[config.mk]
export PLATFORM = sky130hd
export DESIGN_NAME = jk_counter
export DESIGN_NICKNAME = d
export VERILOG_FILES = /design/src/rtl/jk_pkg.sv /design/src/rtl/jk_ff_cell.sv /design/src/rtl/jk_counter.sv
export SDC_FILE = /design/constraint.sdc
export NUM_CORES = 1
export LEC_CHECK = 0
export CORE_MARGIN = 3
export CORE_UTILIZATION = 45
export CTS_CLUSTER_DIAMETER = 50
export DETAILED_ROUTE_END_ITERATION = 12
export HOLD_SLACK_MARGIN = 0.02
export PLACE_DENSITY = 0.78
export SYNTH_ARGS = -nofsm -noshare
export SYNTH_HDL_FRONTEND = slang
export SYNTH_SLANG_ARGS = --single-unit
[constraint.sdc]
create_clock -name clk -period 1.7 [get_ports clk]
set_input_delay 0.34 -clock clk [delete_from_list [all_inputs] [get_ports clk]]
set_output_delay 0.34 -clock clk [all_outputs]
set_load 0.005 [all_outputs]
[src/rtl/jk_pkg.sv]
// Shared definitions for the JK-cell counter: mode encoding and widths.
package jk_pkg;

    localparam int unsigned JK_MODE_W = 2;

    typedef enum logic [JK_MODE_W-1:0] {
        MODE_HOLD = 2'b00,
        MODE_UP   = 2'b01,
        MODE_DOWN = 2'b10,
        MODE_LOAD = 2'b11
    } jk_mode_t;

endpackage

[src/rtl/jk_ff_cell.sv]
// One-bit JK flip-flop with synchronous active-low clear and clock enable.
// qb is the inverted stored bit, so it can never disagree with q.
module jk_ff_cell (
    input  logic clk,
    input  logic rst_n,
    input  logic en,
    input  logic j,
    input  logic k,
    output logic q,
    output logic qb
);

    logic q_r;

    // JK truth table: 00 hold, 01 clear, 10 set, 11 toggle
    always_ff @(posedge clk) begin
        if (!rst_n) begin
            q_r <= 1'b0;
        end else if (en) begin
            case ({j, k})
                2'b01:   q_r <= 1'b0;
                2'b10:   q_r <= 1'b1;
                2'b11:   q_r <= ~q_r;
                default: q_r <= q_r;
            endcase
        end
    end

    assign q  = q_r;
    assign qb = ~q_r;

endmodule

[src/rtl/jk_counter.sv]
// Modulo up/down counter with parallel load, built from per-bit JK cells.
// Optional feature macro: JKC_RAW_EN adds j/k/raw_en for direct per-bit JK control.
module jk_counter
    import jk_pkg::*;
#(
    parameter int unsigned WIDTH = 4,
    parameter int unsigned MOD   = 2**WIDTH
) (
    input  logic             clk,
    input  logic             rst_n,
    input  logic             en,
    input  logic [1:0]       mode,
    input  logic [WIDTH-1:0] d,
`ifdef JKC_RAW_EN
    input  logic [WIDTH-1:0] j,
    input  logic [WIDTH-1:0] k,
    input  logic             raw_en,
`endif
    output logic [WIDTH-1:0] q,
    output logic [WIDTH-1:0] qb,
    output logic             wrap
);

    localparam logic [WIDTH-1:0] MAX_VAL = WIDTH'(MOD - 1);

    jk_mode_t         mode_e;
    logic [WIDTH-1:0] j_vec;
    logic [WIDTH-1:0] k_vec;
    logic [WIDTH-1:0] toggle;
    logic             wrap_nxt;

    assign mode_e = jk_mode_t'(mode);

    // Per-bit J/K drive: toggle masks for counting, set/clear patterns for constants and loads
    always_comb begin
        j_vec    = '0;
        k_vec    = '0;
        toggle   = '0;
        wrap_nxt = 1'b0;
        case (mode_e)
            MODE_UP: begin
                if (q >= MAX_VAL) begin
                    k_vec    = '1;
                    wrap_nxt = 1'b1;
                end else begin
                    toggle = q ^ (q + WIDTH'(1));
                    j_vec  = toggle;
                    k_vec  = toggle;
                end
            end
            MODE_DOWN: begin
                if (q == '0) begin
                    j_vec    = MAX_VAL;
                    k_vec    = ~MAX_VAL;
                    wrap_nxt = 1'b1;
                end else begin
                    toggle = q ^ (q - WIDTH'(1));
                    j_vec  = toggle;
                    k_vec  = toggle;
                end
            end
            MODE_LOAD: begin
                j_vec = d;
                k_vec = ~d;
            end
            default: begin
                j_vec = '0;
                k_vec = '0;
            end
        endcase
`ifdef JKC_RAW_EN
        if (raw_en) begin
            j_vec    = j;
            k_vec    = k;
            wrap_nxt = 1'b0;
        end
`endif
    end

    // Bit cells; en gates every cell so a disabled counter holds its value
    for (genvar i = 0; i < int'(WIDTH); i++) begin : g_cell
        jk_ff_cell u_cell (
            .clk   (clk),
            .rst_n (rst_n),
            .en    (en),
            .j     (j_vec[i]),
            .k     (k_vec[i]),
            .q     (q[i]),
            .qb    (qb[i])
        );
    end

    // Wrap pulse: one cycle after a wrapping edge, cleared whenever disabled
    always_ff @(posedge clk) begin
        if (!rst_n) begin
            wrap <= 1'b0;
        end else if (!en) begin
            wrap <= 1'b0;
        end else begin
            wrap <= wrap_nxt;
        end
    end

endmodule
==> results_dict.tcl <==
set metrics [dict create \
    first_pass_iters 4 \
    swShare_pct 32.22 \
    seq_power_share_pct 28.8 \
    cp.buffers_inverters 1 \
    totalWireLength_um 1678 \
    wl_per_cell_um 14.98 \
    grt_max_degree 13 \
    yosysSeqAreaShare_pct 16.91 \
    cts.path.max_buffers 2 \
    gp_congestion 0.9143 \
    cts_made_buffers 3 \
    die_h_um 42.27 \
    yosys-top-cells-count "9 x inv_1, 8 x buf_4, 8 x ha_1, 6 x nand3_1, 5 x dfxtp_1" \
    async_flop_share_pct 0 \
    reg2reg_depth 6 \
    whs_path_depth 2 \
    synth_top_flop_cell "dfxtp_1" \
    synth_fa_ha_area_share_pct 16.91 \
    timing.final.crit_share_pct 94.51 \
    cts_hold_buf 0 \
    root_buffer "clkbuf_4" \
    clk-insertion-delay-late_ns 0.24 \
    antenna_found_initial 0 \
    rsz0062_at_grt "no" \
    clkPwrFrac_pct 28.9 \
    max_clock_freq_mhz 622.4 \
    cp-end-kind "output port" \
    syn_area_per_cell_sq_um 8.220 \
    synth_cell_type_count 29 \
    syn_area_sq_um 591.8 \
    syn_nets 89 \
    drt-vias-per-instance 5.714 \
    ios 18 \
    hold_ws_ns 0.5678 \
    finalCriticalPeriod_ns 1.607 \
    setup_viol 0 \
    yosys.area_share.simple_pct 19.45 \
    die_x_um 42.27 \
    syn2layout_area_growth_pct 50.74 \
    synth.most_common_cell "inv_1" \
    synth.top_cell.area_share_pct 16.91 \
    crit_cells 1 \
    synth_top_family_by_area "compound AO/OA/AOI/OAI gates" \
    io_buffers 17 \
    fin_skew_ns 0.004672 \
    ys_ff_latch 5 \
    cts_max_level 1 \
    grt.total_usage_pct 18.74 \
    critPathSlowestCell "clkdlybuf4s50_1" \
    dr_total_vias 640 \
    synthTopCellsByArea "dfxtp_1 17%, ha_1 17%, buf_4 10%" \
    yosys_warnings 0 \
    power-per-cell-area_mw_per_mm2 548.0 \
    p_switching_uw 157.5 \
    place_hpwl_um 1196 \
    grt_pass1_vias 596 \
    ir_worst_vdd_mv 0.3977 \
    final_hold_viol_count 0 \
    crit_type "register to output port" \
    cp_top_family "buffers and inverters" \
    slew_headroom_pct 81.00 \
    start_util_pct 50.53 \
    max_slew.worst_pin.slew_ns 0.2850 \
    drtAntennaViolNets 0 \
    worstPathCellList "clkdlybuf4s50_1" \
    yosysTopAreaCell "dfxtp_1" \
    crit_path_start_kind "register" \
    clock-sinks 5 \
    p_total_uw 488.9 \
    n_antenna_cell 0 \
    grt-ovfl-total 0 \
    crit_fanout 9 \
    synthMuxAreaShare_pct 0 \
    dieArea_sq_mm 0.001786 \
    drive_gt1_share_pct 31.63 \
    core_area_sq_mm 0.001171 \
    synth_compound_area_share_pct 28.12 \
    arrival_ns 1.27 \
    hp-class "register to register" \
    synth_xor_area_share_pct 0 \
    max_stage_delay_ns 0.56 \
    clk_pin_slew_ns 0.04 \
    syn_inst 72 \
    nNetsFinal 116 \
    cts_tree "yes" \
    synth_edf_count 0 \
    drc_errors 0 \
    maxCapViolations 0 \
    internal_power_uw 331.4 \
    placementRows 12 \
    power_leakage_uw 0.0003881 \
    combinationalPowerShare_pct 42.3 \
    status "finished clean" \
    n_fill_cell 86 \
    drtIter0Drc 18 \
    required_ns 1.36 \
    report.final.slew_viol_count 0 \
    grt_pass1_wl_um 2601 \
]
cell families (layout without fill, tap and decap cells):
family	Yosys count	count (layout)
compound gates	22	22
buf+inv	19	45
simple gates	18	18
fa+ha+maj	8	8
flops	5	5
power by group through the flow:
stage                     clock [uW]  combinational, uW  sequential [uW]
after detailed placement           0                188              142
after CTS                        144                195              140
after global routing             155                221              143
final                            141                207              141
after floorplan                    0                116              139
after global placement             0                184              141
cell usage in the layout, fill, tap and decap left out, drive strengths merged:
cell type,Yosys,final
o2111a,1,1
nor2,2,2
clkbuf,1,4
a21boi,1,1
dfxtp,5,5
ha,8,8
o32ai,1,1
nand4,2,2
buf,9,15
o311a,1,1
o2111ai,2,2
o211ai,1,1
nand2,1,1
dlymetal6s2s,0,1
clkdlybuf4s50,0,15
dlygate4sd2,0,1
nand3,6,6
a221oi,2,2
a211oi,2,2
a31oi,3,3
inv,9,9
and4bb,1,1
a211o,1,1
nand2b,3,3
o21ai,3,3
or4b,1,1
nor2b,2,2
a21oi,2,2
o211a,1,1
a22oi,1,1
registers in the layout, summed over array words and instances (netlist names):
signal,count
g_cell.u_cell.q,4
wrap,1
cell type report:
class	count	area, sq um	share of cell area (%)
Timing Repair Buffer	32	284.0	31.84
Tap cell	14	17.52	1.964
Clock buffer	4	26.28	2.945
Multi-Input combinational cell	48	429.2	48.11
Inverter	9	33.78	3.787
Sequential cell	5	101.3	11.36
layer usage:
metal	track usage, %	vias up	part of all wire (%)	wire [um]
li1	-	311	-	-
met1	21.32	297	39	662
met2	33.13	28	53	884
met3	5.150	4	6.0	100
met4	6.211	0	1.7	29
met5	0	-	0	0
worst paths after layout:
check / slack (ns) / start / endpoint
worst min register to register: 0.57 / g_cell[2].u_cell.q$_SDFFE_PN0P_ / g_cell[2].u_cell.q$_SDFFE_PN0P_
worst max register to register: 0.11 / g_cell[0].u_cell.q$_SDFFE_PN0P_ / g_cell[2].u_cell.q$_SDFFE_PN0P_
worst min-delay path: 0.57 / g_cell[2].u_cell.q$_SDFFE_PN0P_ / g_cell[2].u_cell.q$_SDFFE_PN0P_
worst max-delay path: 0.09 / g_cell[3].u_cell.q$_SDFFE_PN0P_ / q[3]
timing repair:
action / in CTS / in global routing
endpoints found under the hold margin: 0 / 0
gates resized for setup: 5 / 9
buffers inserted: 0 / 2
endpoints found under the setup margin: 4 / 6
pin swaps: 0 / 2
metrics by stage:
stage | utilization, % | TNS (ns) | cell area, sq um | setup WS [ns] | std cells
after floorplan | - | 0 | 591.8 | 0.1613 | 72
after global placement | 68.38 | -1.051 | 800.8 | -0.2799 | 106
after detailed placement | 68.38 | -1.260 | 800.8 | -0.3417 | 106
after CTS | 72.33 | 0 | 847.1 | 0.009019 | 110
after global routing | 76.18 | 0 | 892.1 | 0.005573 | 112
final | 76.18 | 0 | 892.1 | 0.09330 | 112
Power figures use the tool's default switching activity.
